--- config.mk ---
export PLATFORM = sky130hd
export DESIGN_NAME = run_length_detector
export DESIGN_NICKNAME = d
export VERILOG_FILES = /design/src/rtl/run_length_detector.sv
export SDC_FILE = /design/constraint.sdc
export NUM_CORES = 1
export LEC_CHECK = 0
export ABC_AREA = 1
export CAP_MARGIN = 10
export CORE_MARGIN = 5
export CORE_UTILIZATION = 43
export DETAILED_ROUTE_END_ITERATION = 6
export HOLD_SLACK_MARGIN = 0.15
export PLACE_DENSITY = 0.78
export SLEW_MARGIN = 20
export SYNTH_ARGS = -nofsm -noshare
export SYNTH_HDL_FRONTEND = slang
export SYNTH_SLANG_ARGS = --single-unit
--- constraint.sdc ---
create_clock -name clock -period 2.1 [get_ports clock]
set_input_delay 0.42 -clock clock [delete_from_list [all_inputs] [get_ports clock]]
set_output_delay 0.42 -clock clock [all_outputs]
set_load 0.1 [all_outputs]
--- src/rtl/run_length_detector.sv ---
// Run-length detector for WIDTH-bit symbols with programmable threshold and pattern-match mode.
// Optional saturating run_start event counter enabled by defining RLD_EVENT_CNT_EN.
module run_length_detector #(
  parameter int WIDTH = 1,
  parameter int CNT_W = 4,
  parameter int EVT_W = 16
) (
  input  logic             clock,
  input  logic             rst,
  input  logic             en,
  input  logic [WIDTH-1:0] w,
  input  logic             mode,
  input  logic [WIDTH-1:0] pattern,
  input  logic [CNT_W-1:0] thresh,
  output logic             z,
  output logic [CNT_W-1:0] run_len,
  output logic             run_start,
  output logic             run_end,
  output logic [EVT_W-1:0] event_cnt
);

  typedef enum logic [1:0] {IDLE, RUN, HIT} state_t;

  state_t           r_state;
  state_t           w_nxt_state;
  logic [WIDTH-1:0] r_last;
  logic [WIDTH-1:0] w_nxt_last;
  logic [CNT_W-1:0] r_len;
  logic [CNT_W-1:0] w_nxt_len;
  logic [CNT_W-1:0] w_eff_thresh;
  logic             w_qual;
  logic             r_z;
  logic             r_start;
  logic             r_end;

  always_comb begin
    w_eff_thresh = (thresh == '0) ? CNT_W'(1) : thresh;
    w_qual       = en & (~mode | (w == pattern));
    w_nxt_len    = r_len;
    w_nxt_last   = r_last;
    w_nxt_state  = r_state;
    if (en) begin
      if (!w_qual) begin
        w_nxt_len   = '0;
        w_nxt_state = IDLE;
      end else begin
        if (r_state == IDLE || w != r_last) begin
          w_nxt_len  = CNT_W'(1);
          w_nxt_last = w;
        end else if (r_len != '1) begin
          w_nxt_len = r_len + CNT_W'(1);
        end
        w_nxt_state = (w_nxt_len >= w_eff_thresh) ? HIT : RUN;
      end
    end else if (r_state != IDLE) begin
      // Without a sample the held run is re-judged against the live threshold
      w_nxt_state = (r_len >= w_eff_thresh) ? HIT : RUN;
    end
  end

  always_ff @(posedge clock or negedge rst) begin
    if (!rst) begin
      r_state <= IDLE;
      r_last  <= '0;
      r_len   <= '0;
      r_z     <= 1'b0;
      r_start <= 1'b0;
      r_end   <= 1'b0;
    end else begin
      r_state <= w_nxt_state;
      r_last  <= w_nxt_last;
      r_len   <= w_nxt_len;
      r_z     <= (w_nxt_state == HIT);
      r_start <= (w_nxt_state == HIT) && (r_state != HIT);
      r_end   <= (r_state == HIT) && (w_nxt_state != HIT);
    end
  end

  assign z         = r_z;
  assign run_len   = r_len;
  assign run_start = r_start;
  assign run_end   = r_end;

`ifdef RLD_EVENT_CNT_EN
  logic [EVT_W-1:0] r_evt;

  always_ff @(posedge clock or negedge rst) begin
    if (!rst) begin
      r_evt <= '0;
    end else if (r_start && (r_evt != '1)) begin
      r_evt <= r_evt + EVT_W'(1);
    end
  end

  assign event_cnt = r_evt;
`else
  assign event_cnt = '0;
`endif

endmodule

==> run_results.csv, run 1 <==
group,metric,value,unit
detailed_routing,routedWlPerCell,10.2,um
yosys,ys.warnings.count,0,
worst_setup_path,crit_path_max_fanout,4,
floorplan,ioPinCount,33,
worst_setup_path,crit_end,"run_end$_DFF_PN0_",
worst_setup_path,crit_path_start,"w",
final_layout,fillers,183,
final_layout,multi_input_area,517,sq um
place,routabilityCongestion,0.792,
clocking,cts_made_buffers,3,
timing,finalCritPeriodShare,95.2,%
detailed_routing,drt-pass1-iter-count,4,
place,portBuffers,16,
grt,grt_pass1_wl,2620,um
place,dp_hpwl,1470,um
grt,antenna_found_initial,0,
detailed_routing,routed-via-count,768,
grt,grt_overflow_total,0,
final_layout,final_cell_count_no_fill,172,
clocking,cts.sinks,10,
worst_setup_path,r2r_cells,14,
final_layout,synthToLayoutAreaGrowth,28.2,%
yosys,synthDistinctLibCells,20,
clocking,cts_tree,"yes",
power,p_per_area,784,nW/um^2
final_layout,final_common_cell,"nand2_1",
timing,final_hold_viol_count,0,
status,status,"finished clean",
power,p_switching,436,uW
timing,max_freq,500,MHz
floorplan,die_w,55.1,um
hold_path,hp-class,"in2async",
grt,grt_max_degree,11,
floorplan,core_area,1940,sq um
clocking,cts-root-buf,"clkbuf_4",
grt,grt_pass1_vias,672,
floorplan,die_y,55.1,um
final_layout,nets,165,
clocking,cts-htree-levels,1,
final_layout,final_cell_mix,"nand2_1, inv_1, conb_1, buf_4",
yosys,synth_area,875,sq um
worst_setup_path,required,2.29,ns
detailed_routing,drt-initial-drc-count,9,
power,clockPowerShare,19.1,%
power,p_int,443,uW
timing,clock_skew,0.00166,ns
floorplan,rows,16,
clocking,worstSkewPairLatency,0.26,ns
worst_setup_path,r2r_start,"run_len[1]$_DFFE_PN0P_",
power,p_leak,0.638,nW
clocking,hold_buffers,0,
run,cap_violations,0,
worst_setup_path,worstSetupStartpointType,"input port",
power,power_frac_seq,27.2,%
final_layout,drive_gt1_share,24.8,%
worst_setup_path,r2r-end,"run_end$_DFF_PN0_",
grt,grt_use_total,12.2,%
final_layout,n_antenna_cell,0,
detailed_routing,antenna_left,0,
power,vdd_drop_max,0.557,mV
power,combinationalPowerShare,53.7,%
timing,slew_violations,0,
clocking,clk_pin_slew,0.06,ns
detailed_routing,post-route-drc-count,0,
power,switching_share,49.6,%
yosys,synth_cells,119,
worst_setup_path,end_kind,"flip-flop",
floorplan,design.die.area,3040,sq um
yosys,avgSynthCellArea,7.35,sq um
final_layout,ff_latch_area,260,sq um
yosys,synth_seq_cells,10,
clocking,clock_path_buffers,2,
final_layout,post-route-util,57.7,%
yosys,synth-seq-area-share,28.6,%
worst_setup_path,r2r_setup_slack,0.14,ns
timing,setup_viol,0,
worst_setup_path,critPathKind,"in2reg",
timing,min_period,2.00,ns
place,dpl.cell_count,165,
floorplan,initial_core_util,45.0,%
detailed_routing,wirelength,1750,um
worst_setup_path,crit_arrival,2.19,ns
detailed_routing,vias_per_cell,4.47,
[layout make-up]
type | instances | area share [%]
timing repair buffer | 23 | 17.4
clock buffer | 4 | 3.24
sequential | 10 | 23.2
inverter | 21 | 7.03
tap | 27 | 3.01
multi-input combinational | 87 | 46.1
[cells by family (layout without fill, tap and decap cells)]
family	count (synthesis)	count (layout)	synth area share (%)
simple gates	49	49	25.0
buf+inv	37	48	22.7
compound gates	13	13	10.3
flops	10	10	28.6
fa+ha+maj	9	9	12.9
other cells	1	16	0.429
[power by group through the flow]
stage          sequential, mW  combinational [mW]  clock, mW
6_report                0.240               0.472      0.168
5_1_grt                 0.242               0.504      0.189
3_3_place_gp            0.248               0.443          0
3_5_place_dp            0.249               0.450          0
2_1_floorplan           0.356               0.270          0
4_1_cts                 0.246               0.451      0.174
[synth_stat cells, drive strengths merged]
cell type,n,area [sq um]
nor2,9,33.8
nand4,4,25.0
inv,21,78.8
nand3,8,40.0
ha,9,113
nand2,27,114
a31oi,2,27.5
dfrtp,10,250
buf,16,120
a21oi,4,23.8
a31o,1,8.76
conb,1,3.75
and2,1,6.26
o21ai,6,30.0
[layer usage]
metal | vias to the layer above | GRT usage [%] | routed length (um)
met1 | 340 | 13.4 | 697
li1 | 401 | - | -
met3 | 0 | 4.02 | 132
met5 | - | 0 | 0
met2 | 27 | 23.2 | 921
met4 | 0 | 1.21 | 0
[how the worst min path moves through the flow]
stage                    startpoint                      to  depth (start not counted)
3_3_place_gp   r_state[0]$_DFF_PN0_       run_end$_DFF_PN0_                          3
6_report                        rst  run_len[0]$_DFFE_PN0P_                          1
2_1_floorplan                   rst      r_last$_DFFE_PN0P_                          0
3_5_place_dp   r_state[0]$_DFF_PN0_       run_end$_DFF_PN0_                          3
5_1_grt                         rst    r_state[1]$_DFF_PN0_                          1
4_1_cts                         rst  run_len[1]$_DFFE_PN0P_                          1
[sequential cells by signal, summed over array words and instances (netlist names)]
signal,flops
z,1
r_last,1
run_end,1
r_state,2
run_start,1
run_len,4
[through the flow]
step | power [mW] | TNS [ns] | hold WS (ns) | area [sq um] | setup slack, ns
4_1_cts | 0.870 | 0 | 0.471 | 1080 | 0.0561
3_5_place_dp | 0.699 | -0.885 | 0.514 | 1040 | -0.215
6_report | 0.879 | 0 | 0.464 | 1120 | 0.0999
2_1_floorplan | 0.626 | 0 | 0.124 | 958 | 0.0157
3_3_place_gp | 0.691 | -0.758 | 0.502 | 1040 | -0.171
5_1_grt | 0.936 | -0.0122 | 0.472 | 1120 | -0.0122
[what timing repair did]
action,4_1_cts,5_1_grt
setup endpoints to repair,0,4
setup buffers,0,3
resized for setup,0,4
[critical path: stages]
cell             delay [ns]
clkdlybuf4s50_1        0.49
inv_2                  0.05
nor2_1                 0.08
nor2_1                 0.05
nand2_2                0.10
inv_1                  0.06
and2_1                 0.14
ha_1                   0.28
nand2_1                0.07
nand2_1                0.05
nand2_1                0.08
nand3_2                0.08
nand2_4                0.09
nand2_2                0.05
nor2_1                 0.08
No activity file was read; power rests on OpenSTA's default activity.
==> inputs of run 2 (changes only) <==
- SLEW_MARGIN: 20 -> 25
==> results of run 2 <==
Same layout as run 1: the final DEF is identical, and so are final timing and power.
